--- config.mk ---
export PLATFORM = sky130hd
export DESIGN_NAME = elevator_dispatch_ctrl
export DESIGN_NICKNAME = d
export VERILOG_FILES = /design/src/rtl/elevator_dispatch_ctrl.sv
export SDC_FILE = /design/constraint.sdc
export NUM_CORES = 1
export LEC_CHECK = 0
export ABC_AREA = 1
export CAP_MARGIN = 20
export CORE_ASPECT_RATIO = 2
export CORE_MARGIN = 2
export CORE_UTILIZATION = 60
export DETAILED_ROUTE_END_ITERATION = 10
export GPL_TIMING_DRIVEN = 0
export PLACE_DENSITY = 0.76
export SYNTH_ARGS = -nofsm -noshare
export SYNTH_HDL_FRONTEND = slang
export SYNTH_SLANG_ARGS = --single-unit
--- constraint.sdc ---
create_clock -name clk -period 31.6 [get_ports clk]
set_input_delay 7.9 -clock clk [delete_from_list [all_inputs] [get_ports clk]]
set_output_delay 7.9 -clock clk [all_outputs]
set_load 0.02 [all_outputs]
--- src/rtl/elevator_dispatch_ctrl.sv ---
// ---------------------------------------------------------------------------
// elevator_dispatch_ctrl
//
// Two-car scheduler for a 9-floor building. Hall calls are latched into a
// pending mask. Each cycle, one pending call that no car is already serving
// is handed to an idle car. Car 1 has priority. The chosen floor is the one
// nearest to the car, and the lower floor wins a tie. Each car then moves
// one floor per MOVE_TICKS cycles and holds its door open for DOOR_TICKS
// cycles.
//
// Parameters:
//   MOVE_TICKS  clock cycles per one-floor move (>= 2)
//   DOOR_TICKS  clock cycles the door stays open (>= 2)
//
// Ports:
//   clk                      system clock
//   reset                    asynchronous, active-high reset
//   call_req   [8:0]         hall-call requests; bit i = floor i+1
//   elv1_floor / elv2_floor  car position, 1..9
//   elv1_state / elv2_state  0 IDLE, 1 UP, 2 DOWN, 3 DOOR
//   elv1_door  / elv2_door   high while the car is in DOOR
//   pending    [8:0]         latched, not yet served calls
//
// Build option:
//   SWEEP_PICKUP_EN  A moving car stops at an intermediate floor that has an
//                    unassigned pending call. After the door dwell, the car
//                    continues in the same direction towards its original
//                    target.
// ---------------------------------------------------------------------------
module elevator_dispatch_ctrl #(
   parameter logic [23:0] MOVE_TICKS = 24'd5_000_000,
   parameter logic [23:0] DOOR_TICKS = 24'd10_000_000
) (
   input  logic       clk,
   input  logic       reset,
   input  logic [8:0] call_req,
   output logic [4:0] elv1_floor,
   output logic [4:0] elv2_floor,
   output logic [1:0] elv1_state,
   output logic [1:0] elv2_state,
   output logic       elv1_door,
   output logic       elv2_door,
   output logic [8:0] pending
);

   typedef enum logic [1:0] {
      ST_IDLE = 2'd0,
      ST_UP   = 2'd1,
      ST_DOWN = 2'd2,
      ST_DOOR = 2'd3
   } car_state_t;

   localparam int NCARS = 2;

   car_state_t  state_q  [NCARS];
   car_state_t  state_d  [NCARS];
   logic [4:0]  floor_q  [NCARS];
   logic [4:0]  floor_d  [NCARS];
   logic [23:0] timer_q  [NCARS];
   logic [23:0] timer_d  [NCARS];
   logic [8:0]  target_q [NCARS];
   logic [8:0]  target_d [NCARS];
   logic        door_q   [NCARS];
   logic [8:0]  clear_v  [NCARS];

   logic [8:0]  pending_q;
   logic [8:0]  pending_d;

   logic [8:0]       assigned_mask;
   logic [8:0]       unassigned;
   logic [NCARS-1:0] grant;
   logic [4:0]       pick_from;
   logic [4:0]       pick_floor;
   logic [8:0]       pick_onehot;
   logic [4:0]       best_dist;
   logic [4:0]       cand_floor;
   logic [4:0]       cand_dist;
   logic [4:0]       nf;

`ifdef SWEEP_PICKUP_EN
   logic        resume_q [NCARS];
   logic        resume_d [NCARS];
   car_state_t  dir_q    [NCARS];
   car_state_t  dir_d    [NCARS];
   logic [8:0]  sweep_avail;

   // The floor the arbiter is handing out this cycle is excluded. This keeps
   // one call from being served by two cars on the same edge.
   assign sweep_avail = unassigned & ~((|grant) ? pick_onehot : 9'h000);
`endif

   function automatic logic [8:0] floor_onehot(input logic [4:0] fl);
      logic [8:0] oh;
      oh = '0;
      for (int f = 0; f < 9; f++) begin
         if (fl == 5'(f + 1)) oh[f] = 1'b1;
      end
      return oh;
   endfunction

   // Arbiter: at most one assignment per cycle. Car 1 is evaluated first.
   always_comb begin
      assigned_mask = '0;
      for (int c = 0; c < NCARS; c++) begin
         if (state_q[c] != ST_IDLE) assigned_mask = assigned_mask | target_q[c];
      end
      unassigned = pending_q & ~assigned_mask;

      grant     = '0;
      pick_from = floor_q[0];
      if (state_q[0] == ST_IDLE && (|unassigned)) begin
         grant[0] = 1'b1;
      end else if (state_q[1] == ST_IDLE && (|unassigned)) begin
         grant[1]  = 1'b1;
         pick_from = floor_q[1];
      end

      // The scan runs from floor 1 upward and uses a strict compare, so the
      // lower floor wins a distance tie.
      pick_floor = 5'd1;
      best_dist  = 5'd31;
      cand_floor = '0;
      cand_dist  = '0;
      for (int f = 0; f < 9; f++) begin
         cand_floor = 5'(f + 1);
         cand_dist  = (cand_floor > pick_from) ? (cand_floor - pick_from)
                                               : (pick_from - cand_floor);
         if (unassigned[f] && (cand_dist < best_dist)) begin
            best_dist  = cand_dist;
            pick_floor = cand_floor;
         end
      end
      pick_onehot = floor_onehot(pick_floor);
   end

   // Per-car next-state logic.
   always_comb begin
      nf = 5'd1;
      for (int c = 0; c < NCARS; c++) begin
         state_d[c]  = state_q[c];
         floor_d[c]  = floor_q[c];
         timer_d[c]  = timer_q[c];
         target_d[c] = target_q[c];
         clear_v[c]  = '0;
`ifdef SWEEP_PICKUP_EN
         resume_d[c] = resume_q[c];
         dir_d[c]    = dir_q[c];
`endif
         // Next floor saturates inside 1..9.
         if (state_q[c] == ST_UP)
            nf = (floor_q[c] < 5'd9) ? (floor_q[c] + 5'd1) : 5'd9;
         else
            nf = (floor_q[c] > 5'd1) ? (floor_q[c] - 5'd1) : 5'd1;

         case (state_q[c])
            ST_IDLE: begin
               if (grant[c]) begin
                  target_d[c] = pick_onehot;
                  if (pick_floor == floor_q[c]) begin
                     state_d[c] = ST_DOOR;
                     timer_d[c] = DOOR_TICKS - 24'd1;
                     clear_v[c] = pick_onehot;
                  end else if (pick_floor > floor_q[c]) begin
                     state_d[c] = ST_UP;
                     timer_d[c] = MOVE_TICKS - 24'd1;
                  end else begin
                     state_d[c] = ST_DOWN;
                     timer_d[c] = MOVE_TICKS - 24'd1;
                  end
               end
            end
            ST_UP, ST_DOWN: begin
               if (timer_q[c] != 24'd0) begin
                  timer_d[c] = timer_q[c] - 24'd1;
               end else begin
                  floor_d[c] = nf;
                  if (floor_onehot(nf) == target_q[c]) begin
                     state_d[c] = ST_DOOR;
                     timer_d[c] = DOOR_TICKS - 24'd1;
                     clear_v[c] = target_q[c];
                  end
`ifdef SWEEP_PICKUP_EN
                  else if (|(sweep_avail & floor_onehot(nf))) begin
                     state_d[c]  = ST_DOOR;
                     timer_d[c]  = DOOR_TICKS - 24'd1;
                     clear_v[c]  = floor_onehot(nf);
                     resume_d[c] = 1'b1;
                     dir_d[c]    = state_q[c];
                  end
`endif
                  else begin
                     timer_d[c] = MOVE_TICKS - 24'd1;
                  end
               end
            end
            ST_DOOR: begin
               if (timer_q[c] != 24'd0) begin
                  timer_d[c] = timer_q[c] - 24'd1;
               end else begin
`ifdef SWEEP_PICKUP_EN
                  // An intermediate stop keeps its target, so the car leaves
                  // in its original direction instead of going idle.
                  if (resume_q[c]) begin
                     state_d[c]  = dir_q[c];
                     timer_d[c]  = MOVE_TICKS - 24'd1;
                     resume_d[c] = 1'b0;
                  end else begin
                     state_d[c] = ST_IDLE;
                  end
`else
                  // Going IDLE releases the target: the assigned mask only
                  // counts cars that are not idle.
                  state_d[c] = ST_IDLE;
`endif
               end
            end
            default: begin
               state_d[c] = ST_IDLE;
            end
         endcase
      end
   end

   // A car entering DOOR clears the call on the same edge. The clear has
   // priority over a call that is still being held.
   always_comb begin
      pending_d = (pending_q | call_req) & ~(clear_v[0] | clear_v[1]);
   end

   always_ff @(posedge clk or posedge reset) begin
      if (reset) begin
         pending_q <= '0;
         for (int c = 0; c < NCARS; c++) begin
            state_q[c]  <= ST_IDLE;
            floor_q[c]  <= 5'd1;
            timer_q[c]  <= '0;
            target_q[c] <= 9'h001;
            door_q[c]   <= 1'b0;
`ifdef SWEEP_PICKUP_EN
            resume_q[c] <= 1'b0;
            dir_q[c]    <= ST_UP;
`endif
         end
      end else begin
         pending_q <= pending_d;
         for (int c = 0; c < NCARS; c++) begin
            state_q[c]  <= state_d[c];
            floor_q[c]  <= floor_d[c];
            timer_q[c]  <= timer_d[c];
            target_q[c] <= target_d[c];
            door_q[c]   <= (state_d[c] == ST_DOOR);
`ifdef SWEEP_PICKUP_EN
            resume_q[c] <= resume_d[c];
            dir_q[c]    <= dir_d[c];
`endif
         end
      end
   end

   assign elv1_floor = floor_q[0];
   assign elv2_floor = floor_q[1];
   assign elv1_state = state_q[0];
   assign elv2_state = state_q[1];
   assign elv1_door  = door_q[0];
   assign elv2_door  = door_q[1];
   assign pending    = pending_q;

endmodule
==> flow_summary.yaml <==
status:
  run_status: "finished clean"
clock_tree:
  worstSkewPairLatency_ps: 360
  post_cts_resized: 0
  cts_inserted_buffers: 9
  clk_pin_slew_worst_paths_ps: 70
  clock_sink_count: 91
  cts.htree.levels: 3
  clk_path_buf_depth: 2
  cts_setup_buffers: 0
  tritoncts: "yes"
  cts_hold_buffers: 0
  cts_root_buffer: "sky130_fd_sc_hd__clkbuf_16"
critical_path:
  crit_path_frequent_cell: "sky130_fd_sc_hd__nand2_1"
  data_required_time_at_the_worst_endpoint_ps: 31840
  critPathCaptureType: "flop"
  critPathArrivalTime_ps: 15860
  timing.critical_path.fanout_max: 11
  timing_worst_setup_path_type: "reg -> reg"
  slowest_stage: "sky130_fd_sc_hd__clkbuf_1"
  slowest_delay_ps: 610
  cp-start-kind: "flop"
logic_synthesis:
  synth.ff_latch_count: 91
  synth_sequential_area_ratio: 0.251
  synthFlopType: "sky130_fd_sc_hd__dfrtp_1"
  synthDominantAreaCellType: "sky130_fd_sc_hd__dfrtp_1"
  synth-async-reset-ratio: 1.00
  syn-mean-instance-area_um2: 6.43
  post_synth_instance_area_mm2: 0.00910
  synth_area_leaders: "sky130_fd_sc_hd__dfrtp_1 24%, sky130_fd_sc_hd__nand2_1 16%, sky130_fd_sc_hd__ha_1 8.1%"
  mappedNetlistNets: 1486
  synth_enable_flop_cells: 0
  netlist_instances: 1416
  yosys.area.top_type_share: 0.239
  ys_warn_count: 0
  netlist-cell-type-count: 57
sta:
  final_min_period_over_clock_period: 0.494
  setup_viol_count_final: 0
  rsz0062_at_grt: "false"
  timing.setup.tns_ps: 0
  finalHoldViolations: 0
  max_freq_ghz: 0.0640
  worst_slew_pin_slew_ps: 947
  finalWorstPathRequiredPeriod_ps: 15630
  finClkSkew_ps: 10.1
  timing.max_slew.rel_slack: 0.369
  timing_max_transition_violations_final: 0
layout:
  area.growth.synth_to_final_pct: 9.97
  drive_gt1_frac: 0.0770
  num-nets-final: 1533
  antennaDiodeCount: 0
placement:
  gp_routability_congestion: 1.04
  io_port_bufs: 35
  detailed_place_hpwl_um: 23600
run:
  timing.max_cap.violations: 0
die:
  die-width_um: 91.1
  design.die.area_mm2: 0.0162
  pin_count: 36
  rows: 63
  coreArea_mm2: 0.0148
  fp.dieH_um: 178
  floorplan.initialDensity: 0.614
global_route:
  first_pass_grt_wire_length_um: 46100
  first_global_vias: 9554
  grt.overflow.total: 0
  grt_start_max_net_pins: 50
  antenna_found_initial: 0
  gr-usage-all-layers: 0.367
drt:
  route.vias.total: 9552
  routed_via_density: 5.74
  drt_initial_violations: 772
  detail_route.wirelength_um: 29500
  drtPass1Iterations: 5
  antenna_left: 0
  routedWlPerCell_um: 17.7
  drc_errors: 0
hold_path:
  timing.hold.worst.class: "reg -> reg"
-- state kept, by name (all words and copies together) (netlist names) --
signal,count
timer_q,48
target_q,18
pending,9
elv1_floor,5
elv2_floor,5
elv1_state,2
elv2_state,2
elv1_door,1
elv2_door,1
-- routing by layer --
metal  track usage  part of all wire  up-vias
li1              -                 -     4678
met3        0.0359             0.031      144
met5             0                 0        -
met4         0.342             0.099        0
met2         0.719              0.55      305
met1         0.313              0.32     4425
-- worst paths after layout --
path | from | endpoint | slack (ps) | cells past startpoint
worst min-delay path | target_q[9] | target_q[9] | 550 | 1
worst max register to register | elv2_state[0] | pending[2] | 15970 | 89
max in group asynchronous | reset | elv1_floor[0] | 22910 | 3
min in group asynchronous | reset | timer_q[12] | 7990 | 2
worst max-delay path | elv2_state[0] | pending[2] | 15970 | 89
worst min register to register | target_q[9] | target_q[9] | 550 | 1
-- synth_stat cells, drive strengths merged (2+ instances only) --
| cell type | number |
|---|---|
| inv | 180 |
| dfstp | 4 |
| nand4 | 11 |
| ha | 59 |
| nand2 | 420 |
| nor4 | 7 |
| o21a | 6 |
| or2 | 11 |
| o211ai | 2 |
| o22ai | 5 |
| a22oi | 5 |
| o21ai | 132 |
| xnor2 | 6 |
| nor3b | 3 |
| buf | 14 |
| xor2 | 51 |
| dfrtp | 87 |
| clkinv | 3 |
| and3 | 2 |
| a2111oi | 2 |
| clkbuf | 17 |
| o31ai | 2 |
| nor2 | 148 |
| nand3 | 115 |
| nor3 | 31 |
| a31oi | 4 |
| a21oi | 67 |
| o21bai | 9 |
| a311oi | 3 |
-- cell families after synthesis --
logic type	share of synthesized area
adders and majority gates	0.0811
buffers and inverters	0.0953
xor gates and xnor gates	0.0549
AOI/OAI and AO/OA	0.151
and+or+nand+nor	0.366
DFF	0.251
muxes	0.00110
-- layout make-up --
cell class              instances  area [um^2]
plain buffers                  31          178
multi-input cells            1111         5950
flip-flops and latches         91         2280
inverters                     183          692
well taps                     195          244
fillers                      1460         4810
repair buffers                 36          378
clock inverters                 3         22.5
clock buffers                  13          260
-- layout by cell type, fill, tap and decap left out, types with 9 or more instances in the layout --
master	count
sky130_fd_sc_hd__nand2_1	393
sky130_fd_sc_hd__inv_1	162
sky130_fd_sc_hd__nor2_1	136
sky130_fd_sc_hd__nand3_1	110
sky130_fd_sc_hd__o21ai_0	99
sky130_fd_sc_hd__dfrtp_1	87
sky130_fd_sc_hd__a21oi_1	64
sky130_fd_sc_hd__ha_1	59
sky130_fd_sc_hd__xor2_1	51
sky130_fd_sc_hd__clkdlybuf4s50_1	35
sky130_fd_sc_hd__nor3_1	31
sky130_fd_sc_hd__o21ai_1	29
sky130_fd_sc_hd__clkbuf_1	19
sky130_fd_sc_hd__nand2_2	19
sky130_fd_sc_hd__inv_2	16
sky130_fd_sc_hd__or2_2	11
sky130_fd_sc_hd__nand4_1	10
sky130_fd_sc_hd__o21bai_1	9
sky130_fd_sc_hd__clkbuf_16	9
-- worst max-delay path: cells and delay by family (launching register included) --
family | cells | cell delay, ps
fa+ha+maj | 11 | 3370
compound gates | 14 | 3400
flops | 1 | 420
xor+xnor | 1 | 220
simple gates | 48 | 5700
buf+inv | 15 | 2350
-- through the flow --
stage          instances  instance area [um^2]  hold WS, ps  setup WS [ps]   util
2_1_floorplan       1416                  9100          505          19070      -
3_3_place_gp        1646                  9690          525          16440  0.654
3_5_place_dp        1647                  9720          537          16300  0.656
4_1_cts             1663                 10000          547          16220  0.675
5_1_grt             1663                 10000          556          14590  0.675
6_report            1663                 10000          547          15970  0.675
Power is left out: the tool's default activity adds up to more than one toggle a clock period on the data nets, which glitch-free logic cannot reach.
